--- src/rtl/lc3b_types.sv ---
// ----------------------------------------------------------------------------
// lc3b_types
// Shared LC-3b type definitions used by the memory-side blocks.
//   lc3b_word       16-bit data/address word
//   lc3b_mem_wmask  2-bit byte write mask (bit 1 = high byte, bit 0 = low byte)
//   arb_state_t     memory arbiter FSM state
//   streak_t        4-bit saturating count of consecutive D grants
// ----------------------------------------------------------------------------
`timescale 1ns/1ps

package lc3b_types;

   typedef logic [15:0] lc3b_word;
   typedef logic [1:0]  lc3b_mem_wmask;

   typedef enum logic [1:0] {
      IDLE    = 2'd0,
      SERVE_I = 2'd1,
      SERVE_D = 2'd2
   } arb_state_t;

   typedef logic [3:0] streak_t;

   // Increment that sticks at the top of the 4-bit range instead of wrapping.
   function automatic streak_t streak_inc(input streak_t s);
      return (s == 4'hF) ? s : s + 4'd1;
   endfunction

endpackage

--- src/rtl/mem_arbiter.sv ---
// ----------------------------------------------------------------------------
// mem_arbiter
// Shares one memory port between an instruction-fetch requester (I) and a
// data requester (D). D has priority, but after STARVE_LIMIT consecutive D
// grants taken while I was waiting, the next grant goes to I. Every grant is
// followed by one IDLE cycle once the memory responds.
//
// Parameters
//   STARVE_LIMIT  max consecutive D grants while i_read waits (1..15)
// Ports
//   clk, reset                     clock, synchronous active-high reset
//   i_read, i_address              fetch read request (held until i_resp)
//   i_rdata, i_resp                fetch read data, completion pulse
//   d_read, d_write, d_wmask,
//   d_address, d_wdata             data request (held until d_resp)
//   d_rdata, d_resp                data read data, completion pulse
//   mem_read, mem_write, mem_wmask,
//   mem_address, mem_wdata         shared memory command (all registered)
//   mem_rdata, mem_resp            shared memory read data, completion
// ----------------------------------------------------------------------------
`timescale 1ns/1ps

module mem_arbiter
   import lc3b_types::*;
#(
   parameter int STARVE_LIMIT = 4
) (
   input  logic          clk,
   input  logic          reset,

   input  logic          i_read,
   input  lc3b_word      i_address,
   output lc3b_word      i_rdata,
   output logic          i_resp,

   input  logic          d_read,
   input  logic          d_write,
   input  lc3b_mem_wmask d_wmask,
   input  lc3b_word      d_address,
   input  lc3b_word      d_wdata,
   output lc3b_word      d_rdata,
   output logic          d_resp,

   output logic          mem_read,
   output logic          mem_write,
   output lc3b_mem_wmask mem_wmask,
   output lc3b_word      mem_address,
   output lc3b_word      mem_wdata,
   input  lc3b_word      mem_rdata,
   input  logic          mem_resp
);

   localparam streak_t LIMIT = streak_t'(STARVE_LIMIT);

   arb_state_t state;
   streak_t    streak;

   logic d_req;
   logic d_wins;

   assign d_req  = d_read | d_write;
   // D wins unless it has already taken LIMIT grants in a row while I waited.
   assign d_wins = d_req && ((streak < LIMIT) || !i_read);

   // The mem_* outputs are the latched command itself: they only change on a
   // grant (load) or on the response edge (strobes drop), so the memory sees
   // a stable command for the whole transaction even if the requester moves.
   // NOTE: all state here is written with non-blocking assignments so every
   // register samples the pre-edge values of the others; mixing in blocking
   // assignments would make the result depend on statement order.
   always_ff @(posedge clk) begin
      if (reset) begin
         state       <= IDLE;
         streak      <= '0;
         mem_read    <= 1'b0;
         mem_write   <= 1'b0;
         mem_wmask   <= '0;
         mem_address <= '0;
         mem_wdata   <= '0;
      end else begin
         case (state)
            IDLE: begin
               if (d_wins) begin
                  state       <= SERVE_D;
                  mem_address <= d_address;
                  mem_wdata   <= d_wdata;
                  mem_wmask   <= d_wmask;
                  // A request with both kinds set is treated as a write.
                  mem_write   <= d_write;
                  mem_read    <= ~d_write;
                  streak      <= i_read ? streak_inc(streak) : '0;
               end else if (i_read) begin
                  state       <= SERVE_I;
                  mem_address <= i_address;
                  mem_wdata   <= '0;
                  mem_wmask   <= '0;
                  mem_write   <= 1'b0;
                  mem_read    <= 1'b1;
                  streak      <= '0;
               end
            end

            SERVE_I, SERVE_D: begin
               if (mem_resp) begin
                  state     <= IDLE;
                  mem_read  <= 1'b0;
                  mem_write <= 1'b0;
               end
            end

            default: begin
               state     <= IDLE;
               mem_read  <= 1'b0;
               mem_write <= 1'b0;
            end
         endcase
      end
   end

   // Responses are forwarded combinationally in the mem_resp cycle; a
   // response arriving while IDLE matches neither state and is dropped.
   assign i_resp  = mem_resp & (state == SERVE_I);
   assign d_resp  = mem_resp & (state == SERVE_D);

   // Read data goes to both sides unqualified; each consumer uses its resp.
   assign i_rdata = mem_rdata;
   assign d_rdata = mem_rdata;

endmodule
--- config.mk ---
export PLATFORM = sky130hd
export DESIGN_NAME = mem_arbiter
export DESIGN_NICKNAME = d
export VERILOG_FILES = /design/src/rtl/lc3b_types.sv /design/src/rtl/mem_arbiter.sv
export SDC_FILE = /design/constraint.sdc
export NUM_CORES = 1
export LEC_CHECK = 0
export ABC_AREA = 0
export CAP_MARGIN = 20
export CORE_ASPECT_RATIO = 0.6
export CORE_MARGIN = 1
export CORE_UTILIZATION = 33
export CTS_CLUSTER_DIAMETER = 40
export DETAILED_ROUTE_END_ITERATION = 12
export HOLD_SLACK_MARGIN = 0.06
export PLACE_DENSITY = 0.78
export REMOVE_ABC_BUFFERS = 1
export SLEW_MARGIN = 0
export SYNTH_ARGS = -nofsm -noshare
export SYNTH_HDL_FRONTEND = slang
export SYNTH_SLANG_ARGS = --single-unit
--- constraint.sdc ---
create_clock -name clk -period 1.36 [get_ports clk]
set_input_delay 0.272 -clock clk [delete_from_list [all_inputs] [get_ports clk]]
set_output_delay 0.272 -clock clk [all_outputs]
set_load 0.05 [all_outputs]
Word level (Yosys, flattened, before mapping)
Cells that the tools add are included.

$add $sub $neg: 1. $lt $le $gt $ge: 1. Equal/unequal tests: 6. Muxes and demuxes: 21. Bitwise logic cells: 4. Reduce and logical (&&, ||, !) cells: 9.

Operator list (count): two-way mux 16 bit (4); two-way mux 4 bit (4); two-way mux 2 bit (5); != test 3 bit, second input constant (2); two-way mux 1 bit (5); adder 4 x 1 -> 4 bit, second input constant (1); == test 4 bit, second input constant (1); < comparator 4 x 3 -> 1 bit, second input constant (1); case mux 1 bit (2 select lines) (2); case mux 2 bit (2 select lines) (1); AND reduction 2 bit (2); AND reduction 3 bit (1); bitwise AND 1 bit (2); == test 2 x 1 -> 1 bit, second input constant (1); == test 2 bit, second input constant (1); logical NOT 2 bit (1); != test 2 bit, second input constant (1); nonzero test 2 bit (1); OR reduction 2 bit (1); logical AND 1 bit (1); logical NOT 1 bit (1); logical OR 1 bit (1); inverter 1 bit (1); OR 1 bit (1).

Bits in registers: 42. Bits of input ports: 72. Output and inout port bits: 70. Word-level logic and storage cells: 49.

Longest topological paths before layout
Gate-level depths: netlist (run 1).

Depth in word-level cells: 5. Gate-level depth with buffers: 8. Mapped depth without buffers: 5.

Worst setup path after synthesis (run 1)
OpenSTA, ideal clock, no wires.

Kind: reg-to-reg. Start: register state[0]. End: register mem_address[10]. Library setup time: 88 ps. Arrival time: 1326 ps. Required time: 1272 ps. Slack: -54 ps. Stages on the path, launching flop included: 9. Path buffers: 3. Clock period less this slack: 1414 ps. Cells stage by stage: dfxtp_1 inv_1 ha_1 buf_2 o31a_1 buf_4 buf_4 nor2_1 a311oi_2.

Longest elaborated chain between the ends: 2.

RTL lines: from (decl) (line mem_arbiter.sv:55) `arb_state_t state;`; from (signal assigned) (line mem_arbiter.sv:73) `state <= IDLE;`; from (signal assigned) (line mem_arbiter.sv:84) `state <= SERVE_D;`; from (signal assigned) (line mem_arbiter.sv:93) `state <= SERVE_I;`; logical NOT 2 bit (line mem_arbiter.sv:81) `case (state)`; AND reduction 2 bit (no line); to (signal assigned) (line mem_arbiter.sv:85) `mem_address <= d_address;`; to (signal assigned) (line mem_arbiter.sv:94) `mem_address <= i_address;`; to (decl) (line mem_arbiter.sv:47) `output lc3b_word mem_address,`.

Every way passes these cells. A chain may end at the register's enable or synchronous reset.

Final worst setup path (run 1)
Start: register state[0]. End: output i_resp.

Longest elaborated chain between the ends: 2.

RTL lines: == test 2 x 1 -> 1 bit (line mem_arbiter.sv:122) `assign i_resp = mem_resp & (state == SERVE_I);`; bitwise AND 1 bit (line mem_arbiter.sv:122); to (decl) (line mem_arbiter.sv:34) `output logic i_resp,`.

Every way passes these cells.

==> results of run 1 <==
[flip-flops by register name, indices dropped and copies added, names as in the netlist]
| name | cells |
|---|---|
| mem_wmask | 2 |
| mem_read | 1 |
| streak | 4 |
| mem_write | 1 |
| mem_wdata | 16 |
| state | 2 |
| mem_address | 16 |
[cells by family after synthesis]
group           count (synthesis)
simple gates                   84
compound gates                 68
buf+inv                        57
flops                          42
fa+ha+maj                       4
[area by class of cell]
type	count	area (µm²)	area share, %
repair buffers	126	1700	43.64
multi-input cells	157	1124	28.84
flip-flops and latches	42	848.3	21.77
well taps	84	105.1	2.697
clock buffers	5	68.82	1.766
clock inverters	3	40.04	1.028
inverters	2	10.01	0.2569
[cell usage after synthesis, types with 2 or more instances]
cell type	count
o21ai_0	20
clkbuf_1	7
nand3_1	16
nand2_1	20
buf_2	8
a21oi_1	26
buf_1	2
a311oi_2	15
dfxtp_1	42
nor2_1	17
and2_1	2
nand4_1	21
buf_4	37
ha_1	4
inv_1	2
[metrics by stage]
| stage | worst slack, ns | hold WS, ns |
|---|---|---|
| 2_1_floorplan | -1.029 | 0.3399 |
| 3_3_place_gp | -0.3978 | 0.4440 |
| 3_5_place_dp | -0.4722 | 0.4629 |
| 4_1_cts | -0.09016 | 0.4533 |
| 5_1_grt | -0.1212 | 0.4566 |
| 6_report | -0.07624 | 0.4672 |
[power groups by stage]
stage | registers (W) | clock network [W] | logic (W)
after floorplan | 0.00188 | 0 | 0.000400
after global placement | 0.00152 | 0 | 0.00167
after detailed placement | 0.00153 | 0 | 0.00170
after CTS | 0.00150 | 0.00102 | 0.00191
after global routing | 0.00154 | 0.00108 | 0.00208
final | 0.00152 | 0.000990 | 0.00199
[final timing paths]
check | start | to | slack, ns | cells after the start
setup / recovery | state[0] | i_resp | -0.08 | 4
hold / removal | reset | mem_wdata[13] | 0.47 | 3
setup reg to reg | state[1] | mem_address[12] | -0.04 | 7
hold reg to reg | streak[1] | streak[1] | 0.47 | 2
[per-layer routing]
layer / up-vias / wire [µm]
met1: 1104 / 3770
met3: 2 / 802
li1: 1047 / -
met2: 123 / 3288
met4: 0 / 14
met5: - / 0
[worst max-delay path, stage by stage (launching register included)]
cell	delay, ns
dfxtp_2	0.34
buf_6	0.11
ha_4	0.15
and2_4	0.14
buf_12	0.14
[what timing repair did]
action | in CTS | in global routing
cloned | 5 | 2
resized for setup | 28 | 25
setup buffers | 3 | 4
setup endpoints to repair | 43 | 38
pin swaps | 9 | 15
==> impl_metrics.json, run 1 <==
{
  "outcome": "complete, but fails checks",
  "violations": "setup timing",
  "use_met2_pct": 32.21,
  "stdcell_count": 419,
  "synth_mux_area_share_pct": 0,
  "start_util_pct": 35.25,
  "grt_max_degree": 27,
  "clkSlewWorstSetupHoldPaths_ns": 0.08,
  "synth.cell_area_mm2": 0.002212,
  "power_leakage_nw": 1.477,
  "synth_top_area_share_pct": 38.01,
  "drc": 0,
  "cts_root_buf": "clkbuf_8",
  "die_w_um": 107.7,
  "netSwitchingFraction_pct": 35.02,
  "p_total_w": 0.004497,
  "place_congestion": 0.8213,
  "synthAdderAreaFrac_pct": 2.262,
  "grtUsageMet1_pct": 30.95,
  "finalWirelength_um": 7875,
  "synth_top_area_cell": "dfxtp_1",
  "post-route-util_pct": 62.08,
  "firstDrtPassIters": 4,
  "layout-drive-gt1-share_pct": 36.72,
  "placed_area_mm2": 0.003468,
  "synth-xor-area-share_pct": 0,
  "synthFlopType": "dfxtp_1",
  "antenna_cells": 0,
  "cp_data_arrival_time_ns": 1.16,
  "max-vdd-ir-drop_mv": 0.5994,
  "final_common_cell": "clkdlybuf4s50_1",
  "hold_viol_final": 0,
  "boundaryPins": 142,
  "area_growth_pct": 76.13,
  "nNetsFinal": 410,
  "synth_cells": 255,
  "synth_seq_area_share_pct": 38.01,
  "synthTopCellsByArea": "dfxtp_1, buf_4, a311oi_2",
  "cp-start-kind": "register",
  "die_y_um": 65.42,
  "viasPerCell": 5.432,
  "design_area_mm2": 0.003896,
  "timing.final.ws_setup_ns": -0.07624,
  "drv.max_cap_violation_count": 0,
  "htreeDepth": 2,
  "setup_viol": 12,
  "synth_simple_gate_area_share_pct": 19.17,
  "fmax_ghz": 0.6963,
  "fin_crit_sh_pct": 105.6,
  "tightest_slew_ns": 0.4030,
  "die_area_mm2": 0.007046,
  "vias": 2276,
  "synth_seq_cells": 42,
  "comb_power_share_pct": 44.2,
  "pwr-share-seq_pct": 33.8,
  "num-fill-cells": 521,
  "cts_hold_buf": 0,
  "grt_pass1_wl_um": 11900,
  "p_sw_w": 0.001575,
  "ctsLongestPathBuffers": 2,
  "first_global_vias": 2242,
  "cp-end-kind": "primary output",
  "drtIter0Drc": 122,
  "ant_nets": 0,
  "antenna_found_initial": 0,
  "io_buffers": 93,
  "synth_top_family_by_area": "compound AO/OA/AOI/OAI gates",
  "clkPwrFrac_pct": 22.0,
  "internal_power_w": 0.002922,
  "clock_skew_ns": 0.007083,
  "grt_overflow": 0,
  "min_path_type": "in -> reg",
  "cts_buffers": 5,
  "fp-row-count": 22,
  "finalSetupTns_ns": -0.3071,
  "ys_warn_count": 0,
  "ys_async_sr_fraction_pct": 0,
  "place_hpwl_um": 5066,
  "clk-insertion-delay-late_ns": 0.29,
  "final_cell_mix": "clkdlybuf4s50_1, buf_12, dfxtp_1",
  "core_area_mm2": 0.006276,
  "powerDensity_mw_per_mm2": 1154,
  "synth_compound_gate_area_share_pct": 23.81,
  "fin_crit_ns": 1.436,
  "track_usage_pct": 22.22,
  "dp_cells": 398,
  "path_class": "reg -> out",
  "drt-wirelength-per-cell_um": 18.79,
  "gr-usage-met3_pct": 8.829,
  "slew_headroom_pct": 73.13,
  "synth-edff-count": 0,
  "report.final.slew_viol_count": 0,
  "worst-path-max-fanout": 2,
  "clkSinkCount": 42,
  "avgSynthCellArea_um2": 8.675,
  "ys_types": 31,
  "cts_tree": "yes",
  "grt.busiest_layer": "met2",
  "cp.required_ns": 1.09,
  "rsz0062_at_grt": "true"
}
Note: power is estimated with default switching activity, not from simulation.
==> inputs of run 2 (changes only) <==
--- a/config.mk
+++ b/config.mk
@@ -15,7 +15,7 @@
 export HOLD_SLACK_MARGIN = 0.06
 export PLACE_DENSITY = 0.78
 export REMOVE_ABC_BUFFERS = 1
-export SLEW_MARGIN = 0
+export SLEW_MARGIN = 10
 export SYNTH_ARGS = -nofsm -noshare
 export SYNTH_HDL_FRONTEND = slang
 export SYNTH_SLANG_ARGS = --single-unit
==> results of run 2 <==
The final DEF is identical to that of run 1; final timing and power are the same.
==> inputs of run 3 (changes only) <==
--- a/config.mk
+++ b/config.mk
@@ -19,3 +19,4 @@
 export SYNTH_ARGS = -nofsm -noshare
 export SYNTH_HDL_FRONTEND = slang
 export SYNTH_SLANG_ARGS = --single-unit
+export TNS_END_PERCENT = 1
==> run 3 against run 2 <==
The run still ends with setup timing left; total power down 4.0%; via count fell by 3.0%; combinational power is 9% lower; flip-flop and latch count stayed put; die area did not move; routed wire length shrank 6.4%; maximum frequency about the same; clock-buffer cell count did not move; clock skew up 0.00074 ns; sequential power hardly changed; critical path type unchanged; clock power about the same.
==> impl_metrics.json, run 3 (synthesized netlist as in run 1, its figures left out) <==
{
  "die_area_mm2": 0.007046,
  "path_class": "reg -> out",
  "place_hpwl_um": 5066,
  "cp_top_family": "flip-flops",
  "nNetsFinal": 401,
  "htreeDepth": 2,
  "violations": "setup timing",
  "cts_buffers": 5,
  "vias": 2208,
  "ff2ff_setup_slack_ns": -0.03,
  "drv.max_cap_violation_count": 0,
  "cp.required_ns": 1.09,
  "cp-start-kind": "register",
  "place_congestion": 0.8213,
  "cts_tree": "yes",
  "finalSetupTns_ns": -0.2190,
  "clkSlewWorstSetupHoldPaths_ns": 0.09,
  "core_area_mm2": 0.006276,
  "worst-path-max-fanout": 2,
  "grt_max_degree": 36,
  "max-vdd-ir-drop_mv": 0.6027,
  "outcome": "complete, but fails checks",
  "first_global_vias": 2166,
  "tightest_slew_ns": 0.5378,
  "power_leakage_nw": 1.410,
  "final_common_cell": "clkdlybuf4s50_1",
  "fp-row-count": 22,
  "antenna_found_initial": 0,
  "drc": 0,
  "ant_nets": 0,
  "placed_area_mm2": 0.003468,
  "finalWirelength_um": 7371,
  "die_w_um": 107.7,
  "cts_root_buf": "clkbuf_8",
  "report.final.slew_viol_count": 0,
  "path_buf_inv": 2,
  "area_growth_pct": 68.55,
  "track_usage_pct": 20.81,
  "multi_input_area_mm2": 0.001084,
  "io_buffers": 93,
  "dp_cells": 398,
  "final_cell_mix": "clkdlybuf4s50_1, buf_12, dfxtp_1",
  "grt_overflow": 0,
  "p_total_w": 0.004319,
  "setup_viol": 9,
  "start_util_pct": 35.25,
  "boundaryPins": 142,
  "post-route-util_pct": 59.41,
  "powerDensity_mw_per_mm2": 1158,
  "fin_crit_sh_pct": 105.7,
  "ctsLongestPathBuffers": 2,
  "cp_data_arrival_time_ns": 1.17,
  "viasPerCell": 5.385,
  "path_cells": "buf_6, ha_4, and2_4, buf_12",
  "final-seq-area_um2": 848.3,
  "antenna_cells": 0,
  "slew_headroom_pct": 64.14,
  "cp-end-kind": "primary output",
  "largest_registers": "mem_address: 16 flops, mem_wdata: 16 flops, streak: 4 flops",
  "fmax_ghz": 0.6957,
  "critPathSlowestCell": "dfxtp_2",
  "drtIter0Drc": 128,
  "timing.final.ws_setup_ns": -0.07743,
  "firstDrtPassIters": 4,
  "num-fill-cells": 535,
  "die_y_um": 65.42,
  "rsz0062_at_grt": "true",
  "cts_hold_buf": 0,
  "clock_skew_ns": 0.007827,
  "slowest_delay_ns": 0.34,
  "drt-wirelength-per-cell_um": 17.98,
  "hold_viol_final": 0,
  "clk-insertion-delay-late_ns": 0.29,
  "stdcell_count": 410,
  "layout-drive-gt1-share_pct": 32.82,
  "fin_crit_ns": 1.437,
  "min_path_type": "in -> reg",
  "grt_pass1_wl_um": 11240,
  "design_area_mm2": 0.003729,
  "clkSinkCount": 42
}
-- run 3: report_power, final --
part | internal (W) | switching [W]
clock network | 0.000541 | 0.000451
logic | 0.000906 | 0.000912
registers | 0.00137 | 0.000143
total | 0.00281 | 0.00151
-- run 3: path summary, 6_finish.rpt --
check        depth (start not counted)        endpoint  startpoint
max                                  4          i_resp    state[0]
min                                  3  mem_address[9]       reset
max reg2reg                          7        mem_read    state[1]
min reg2reg                          2       streak[1]   streak[1]
-- run 3: layer usage --
layer  track usage [%]  part of all wire (%)  vias to the layer above
met2             30.93                    42                      105
met5             3.968                     0                        -
met3             8.532                   9.8                        2
li1                  -                     -                     1032
met4             3.082                  0.19                        0
met1             28.23                    48                     1069
-- run 3: final cells by class --
type                            instances  share of cell area (%)
Clock buffer                            5                   1.846
Clock inverter                          3                   1.074
Inverter                                2                  0.2685
Multi-Input combinational cell        157                   29.06
Sequential cell                        42                   22.75
Tap cell                               84                   2.819
Timing Repair Buffer                  117                   42.18
-- run 3: repair_timing --
action / in CTS / in global routing
setup buffers: 0 / 1
resized for setup: 21 / 21
pin swaps: 3 / 7
gates cloned: 2 / 1
setup endpoints to repair: 43 / 37
-- run 3: worst reg2reg max path, stage by stage (launching register included) --
cell,delay [ns]
dfxtp_4,0.37
inv_4,0.08
ha_4,0.14
buf_6,0.11
o31ai_4,0.08
buf_4,0.16
a211o_1,0.25
a21oi_2,0.14
-- run 3: metrics by stage --
step	setup slack (ns)	hold slack, ns
final	-0.07743	0.4633
after global routing	-0.1163	0.4525
after CTS	-0.09019	0.4478
after detailed placement	-0.4722	0.4629
after global placement	-0.3978	0.4440
after floorplan	-1.029	0.3399
